### src/rtl/status_reg.sv
// 6502 processor status (P) register: ALU flag capture, flag instructions, PLP/RTI load,
// push byte formation and SO pin. Optional macro STATUS_IRQ_DELAY_EN adds one-edge irq_mask lag.
module status_reg (
  input  logic       clk,
  input  logic       rst,
  input  logic [7:0] alu_status,
  input  logic       upd_en,
  input  logic [7:0] upd_mask,
  input  logic [2:0] flag_op,
  input  logic       ld_en,
  input  logic [7:0] ld_data,
  input  logic       int_entry,
  input  logic       push_brk,
  input  logic       so_n,
  output logic [7:0] p,
  output logic [7:0] push_data,
  output logic       carry,
  output logic       decimal,
  output logic       irq_mask
);

  localparam logic [2:0] OP_CLC = 3'd1;
  localparam logic [2:0] OP_SEC = 3'd2;
  localparam logic [2:0] OP_CLI = 3'd3;
  localparam logic [2:0] OP_SEI = 3'd4;
  localparam logic [2:0] OP_CLV = 3'd5;
  localparam logic [2:0] OP_CLD = 3'd6;
  localparam logic [2:0] OP_SED = 3'd7;

  logic n_q, v_q, d_q, i_q, z_q, c_q;
  logic n_d, v_d, d_d, i_d, z_d, c_d;
  logic s1_q, s2_q, s3_q;
  logic so_fall;

  // Bits 5..2 of the flag/mask bytes and 5..4 of the load byte carry no state.
  logic unused_bits;
  assign unused_bits = ^{alu_status[5:2], upd_mask[5:2], ld_data[5:4]};

  assign so_fall = s3_q & ~s2_q;

  // Per-flag next value; each later source overrides the earlier ones.
  always_comb begin
    n_d = n_q;
    v_d = v_q;
    d_d = d_q;
    i_d = i_q;
    z_d = z_q;
    c_d = c_q;

    case (flag_op)
      OP_CLC:  c_d = 1'b0;
      OP_SEC:  c_d = 1'b1;
      OP_CLI:  i_d = 1'b0;
      OP_SEI:  i_d = 1'b1;
      OP_CLV:  v_d = 1'b0;
      OP_CLD:  d_d = 1'b0;
      OP_SED:  d_d = 1'b1;
      default: ;
    endcase

    if (upd_en) begin
      if (upd_mask[7]) n_d = alu_status[7];
      if (upd_mask[6]) v_d = alu_status[6];
      if (upd_mask[1]) z_d = alu_status[1];
      if (upd_mask[0]) c_d = alu_status[0];
    end

    if (ld_en) begin
      n_d = ld_data[7];
      v_d = ld_data[6];
      d_d = ld_data[3];
      i_d = ld_data[2];
      z_d = ld_data[1];
      c_d = ld_data[0];
    end

    if (so_fall)   v_d = 1'b1;
    if (int_entry) i_d = 1'b1;
  end

  // Flag storage plus SO synchronizer and edge-history flop.
  always_ff @(posedge clk) begin
    if (rst) begin
      n_q  <= 1'b0;
      v_q  <= 1'b0;
      d_q  <= 1'b0;
      i_q  <= 1'b1;
      z_q  <= 1'b0;
      c_q  <= 1'b0;
      s1_q <= 1'b1;
      s2_q <= 1'b1;
      s3_q <= 1'b1;
    end else begin
      n_q  <= n_d;
      v_q  <= v_d;
      d_q  <= d_d;
      i_q  <= i_d;
      z_q  <= z_d;
      c_q  <= c_d;
      s1_q <= so_n;
      s2_q <= s1_q;
      s3_q <= s2_q;
    end
  end

  assign p         = {n_q, v_q, 1'b1, 1'b0, d_q, i_q, z_q, c_q};
  assign push_data = {n_q, v_q, 1'b1, push_brk, d_q, i_q, z_q, c_q};
  assign carry     = c_q;
  assign decimal   = d_q;

`ifdef STATUS_IRQ_DELAY_EN
  // Mask trails I by one edge, except interrupt entry sets it alongside I.
  logic irq_mask_q;

  always_ff @(posedge clk) begin
    if (rst) irq_mask_q <= 1'b1;
    else     irq_mask_q <= int_entry | i_q;
  end

  assign irq_mask = irq_mask_q;
`else
  assign irq_mask = i_q;
`endif

endmodule

### config.mk
export PLATFORM = sky130hd
export DESIGN_NAME = status_reg
export DESIGN_NICKNAME = d
export VERILOG_FILES = /design/src/rtl/status_reg.sv
export SDC_FILE = /design/constraint.sdc
export NUM_CORES = 1
export LEC_CHECK = 0
export CAP_MARGIN = 20
export CORE_MARGIN = 4
export CORE_UTILIZATION = 29
export DETAILED_ROUTE_END_ITERATION = 16
export PLACE_DENSITY = 0.86
export SYNTH_ARGS = -nofsm -noshare
export SYNTH_HDL_FRONTEND = slang
export SYNTH_SLANG_ARGS = --single-unit
### constraint.sdc
create_clock -name clk -period 1.1 [get_ports clk]
set_input_delay 0.22 -clock clk [delete_from_list [all_inputs] [get_ports clk]]
set_output_delay 0.22 -clock clk [all_outputs]
set_load 0.01 [all_outputs]
---- Yosys cells after proc, flatten, opt, wreduce, memory -nomap -nowiden ----
Index checks and enable logic that the tools add are counted.
operators by class
  multipliers ............................. 0
  bitwise operators ....................... 2
  shift operators ......................... 0
  $add $sub $neg .......................... 0
  reduce and logical (&&, ||, !) cells .... 8
  $lt $le $gt $ge ......................... 0
  muxes and demuxes ....................... 19
  equality and inequality tests ........... 7
  div/mod/pow operators ................... 0
operators by type and width
  kind                                                 number
  two-way mux 1 bit                                    16
  equality test 3 bit, second input constant           4
  equality test 3 x 2 -> 1 bit, second input constant  2
  case mux 1 bit (2 select lines)                      3
  nonzero test 2 bit                                   3
  nonzero test 3 bit                                   2
  AND reduction 2 bit                                  2
  equality test 3 x 1 -> 1 bit, second input constant  1
  OR reduction 2 bit                                   1
  AND 1 bit                                            1
  NOT 1 bit                                            1
word-level totals
  input bits .............................. 34
  memories kept ........................... 0
  register bits ........................... 9
  output and inout port bits .............. 19
  ROM bits ................................ 0
  memory bits (writable) .................. 0
  logic and storage cells ................. 45
  bits in latches ......................... 0

---- Logic depth before layout (Yosys ltp) ----
  depth after elaboration ................. 6
  mapped depth ............................ 3
  gate-level depth less buffers ........... 3

---- Least setup slack after synthesis ----
Ideal clock, no wire load.
  path kind ............................... register -> register
  start ................................... register c_q, in the netlist carry
  end ..................................... register c_q, in the netlist carry
  data required time ...................... 1.041 ns
  arrival ................................. 0.888 ns
  path buffers ............................ 0
  slack ................................... 0.153 ns
  period minus slack after synthesis ...... 0.947 ns
  setup time .............................. 0.059 ns
  cell stages (with the launch flop) ...... 4
  cells stage by stage .................... dfxtp_1 > inv_1 > a222oi_1 > o31a_1
between the ends
  cells in the longest elaborated chain, start to end .. 4
RTL lines
  element                            line  text
  start, declared                    30    logic n_q, v_q, d_q, i_q, z_q, c_q;
  start signal, assigned             89    c_q <= 1'b0;
  start signal, assigned             99    c_q <= c_d;
  case mux 1 bit (2 select lines) *  50    case (flag_op)
  two-way mux 1 bit                  65    if (upd_mask[0]) c_d = alu_status[0];
  two-way mux 1 bit *                61    if (upd_en) begin
  two-way mux 1 bit *                68    if (ld_en) begin
Every way passes the cells marked *; elsewhere a longest branch is shown, timed or not.
A chain may end at the register's enable or synchronous reset.

---- Worst setup path after layout ----
  start ................................... register d_q, in the netlist decimal
  end ..................................... output port push_data[3]
RTL lines
  element                 line  text
  start, declared         30
  start signal, assigned  86    d_q <= 1'b0;
  start signal, assigned  96    d_q <= d_d;
  end, declared           16    output logic [7:0] push_data,
No word-level cell between the ends.

==> impl_metrics.toml <==
[global_route]
grt_max_degree = 12
grt_pass1_vias = 488
antenna_found_initial = 0
grt_usage_pct = 11.4
overflow = 0
grt_pass1_wl_mm = 2.15

[critical_path]
path_buf_inv = 1
crit_arrival_ps = 840
cpPeakStageDelay_ps = 340
cp-end-kind = "output port"
worstPathCellList = "clkdlybuf4s15_1"
crit_family = "flip-flops"
crit_start = "decimal"
cp_max_fo = 4
crit_required_ps = 880
r2r-start = "carry"
cp-start-kind = "flip-flop"
critPathSlowestCell = "dfxtp_2"
critical_path_class = "flip-flop to output port"

[route]
vias = 536
antenna_left = 0
via_per_inst = 4.43
routed_wl_mm = 1.45
drc = 0
drtPass1Iterations = 4
wl_per_cell_um = 12.0
dr.first_iter.drc_count = 6

[clocking]
cts_buffers = 3
cts_max_path_buffers = 2
ctsRootBufferMaster = "clkbuf_4"
clkTransAtPathRegs_ps = 60
htree_num_levels = 1
ctsHoldBuffers = 0
post_cts_buffers = 0
cts_sinks = 9
cts_tree = "built"
clk_latency_ps = 260

[worst_hold_path]
hold_path.class = "flip-flop to flip-flop"
hp-start = "s1_q"

[die]
die_y_um = 51.3
initial_core_util_pct = 31.2
io_pins = 53
core_um2 = 1750
die_w_um = 51.3
num_rows = 15
die_area_um2 = 2630

[synth]
yosysTopAreaCell = "dfxtp_1"
synth_common_cells = "buf_4 (16), dfxtp_1 (9), a21boi_0 (4), nor2b_1 (4)"
yosys-top-cells-area = "dfxtp_1 (33%), buf_4 (22%), a21boi_0 (5.5%)"
synth-seq-area-share_pct = 33.1
yosys_warnings = 0
ys_ff_latch = 9
synth_edf_count = 0
synthArstFlopShare_pct = 0
post-synth-top-count-cell = "buf_4"
synth_ff_type = "dfxtp_1"
synth_top_area_share_pct = 33.1
synth_cell_types = 25
syn_area_um2 = 544
synth_cells = 65
syn_avg_cell_area_um2 = 8.37

[power_and_ir_drop]
peakVddDrop_uv = 529
p_per_area_nw_per_um2 = 1010
p_leak_nw = 0.378
total_power_uw = 865

[sta]
layout_min_cycle_time_ps = 1060
rsz0062_at_grt = "yes"
fin_setup_tns_ps = 0
final-max-slew-violation-count = 0
finalCritPeriodShare_pct = 96.2
max_freq_mhz = 945
hold_viol_final = 0
final-setup-viol-count = 0
clock_skew_ps = 4.14

[place]
hpwlAfterDp_mm = 1.11
dp_cells = 117
gp_congestion = 0.658
io_buffers = 37

[layout]
antenna_cells = 0
seq_area_um2 = 185
multi_input_area_um2 = 234
fillerInstances = 170
final_cells = 121
syn2layout_area_growth_pct = 57.2
layout.nets = 131
drive_gt1_share_pct = 31.3

[run_status]
status = "finished, final reports clean"

[flow_run]
drv_cap = 0
==> layer usage <==
layer	wire, µm	global-route usage (%)
met5	0	0
met4	12	7.86
met3	123	3.79
met1	549	11.9
met2	760	19.1
==> cells in the final DEF, fill, tap and decap left out, drive strengths merged, types with 2 or more instances in the layout <==
cell / Yosys / final
nand2: 2 / 2
buf: 17 / 8
nor2b: 4 / 4
or2: 3 / 3
a311oi: 3 / 3
conb: 2 / 3
clkdlybuf4s50: 0 / 18
clkbuf: 1 / 14
inv: 3 / 3
dlygate4sd2: 0 / 3
dfxtp: 9 / 9
a21boi: 4 / 4
clkdlybuf4s15: 0 / 4
nor2: 2 / 2
nor3: 3 / 3
==> timing repair <==
item,CTS,global route
pin swaps,1,0
setup endpoints to repair,19,15
hold endpoints to repair,0,0
gates resized for setup,34,18
==> path summary, 6_finish.rpt <==
kind | end | slack (ps) | cells past startpoint
setup / recovery | push_data[3] | 40 | 1
hold / removal | s2_q | 410 | 1
setup reg to reg | carry | 90 | 4
hold reg to reg | s2_q | 410 | 1
==> registers in the layout, indices dropped and copies added (netlist names) <==
register	flops
irq_mask	1
n_q	1
s3_q	1
s1_q	1
s2_q	1
carry	1
z_q	1
decimal	1
v_q	1
==> logic make-up after synthesis <==
logic type | count (synthesis) | synth area share (%)
AND/OR/NAND/NOR | 17 | 17.2
flip-flops | 9 | 33.1
other | 2 | 1.38
buffers and inverters | 21 | 25.7
AO/OA/AOI/OAI | 16 | 22.5
==> cell type report <==
type / count / share of cell area (%)
multi-input combinational: 36 / 27.3
sequential: 9 / 21.6
clock buffer: 4 / 3.07
inverter: 3 / 1.32
tap: 25 / 3.65
timing repair buffer: 44 / 43.0
==> stage by stage <==
step           hold WS [ps]  setup slack [ps]  cell area [µm²]  utilization, %
3_5_place_dp            395              -320              873            50.0
4_1_cts                 410             -24.4              897            51.4
6_report                410              41.3              856            49.0
5_1_grt                 429             -2.81              856            49.0
3_3_place_gp            392              -256              873            50.0
2_1_floorplan           324               153              548               -
==> power by group <==
part	switching, mW	internal, mW
Combinational	0.0981	0.146
Sequential	0.0142	0.349
Clock	0.119	0.140
Total	0.231	0.635
No activity file was read; power rests on OpenSTA's default activity.
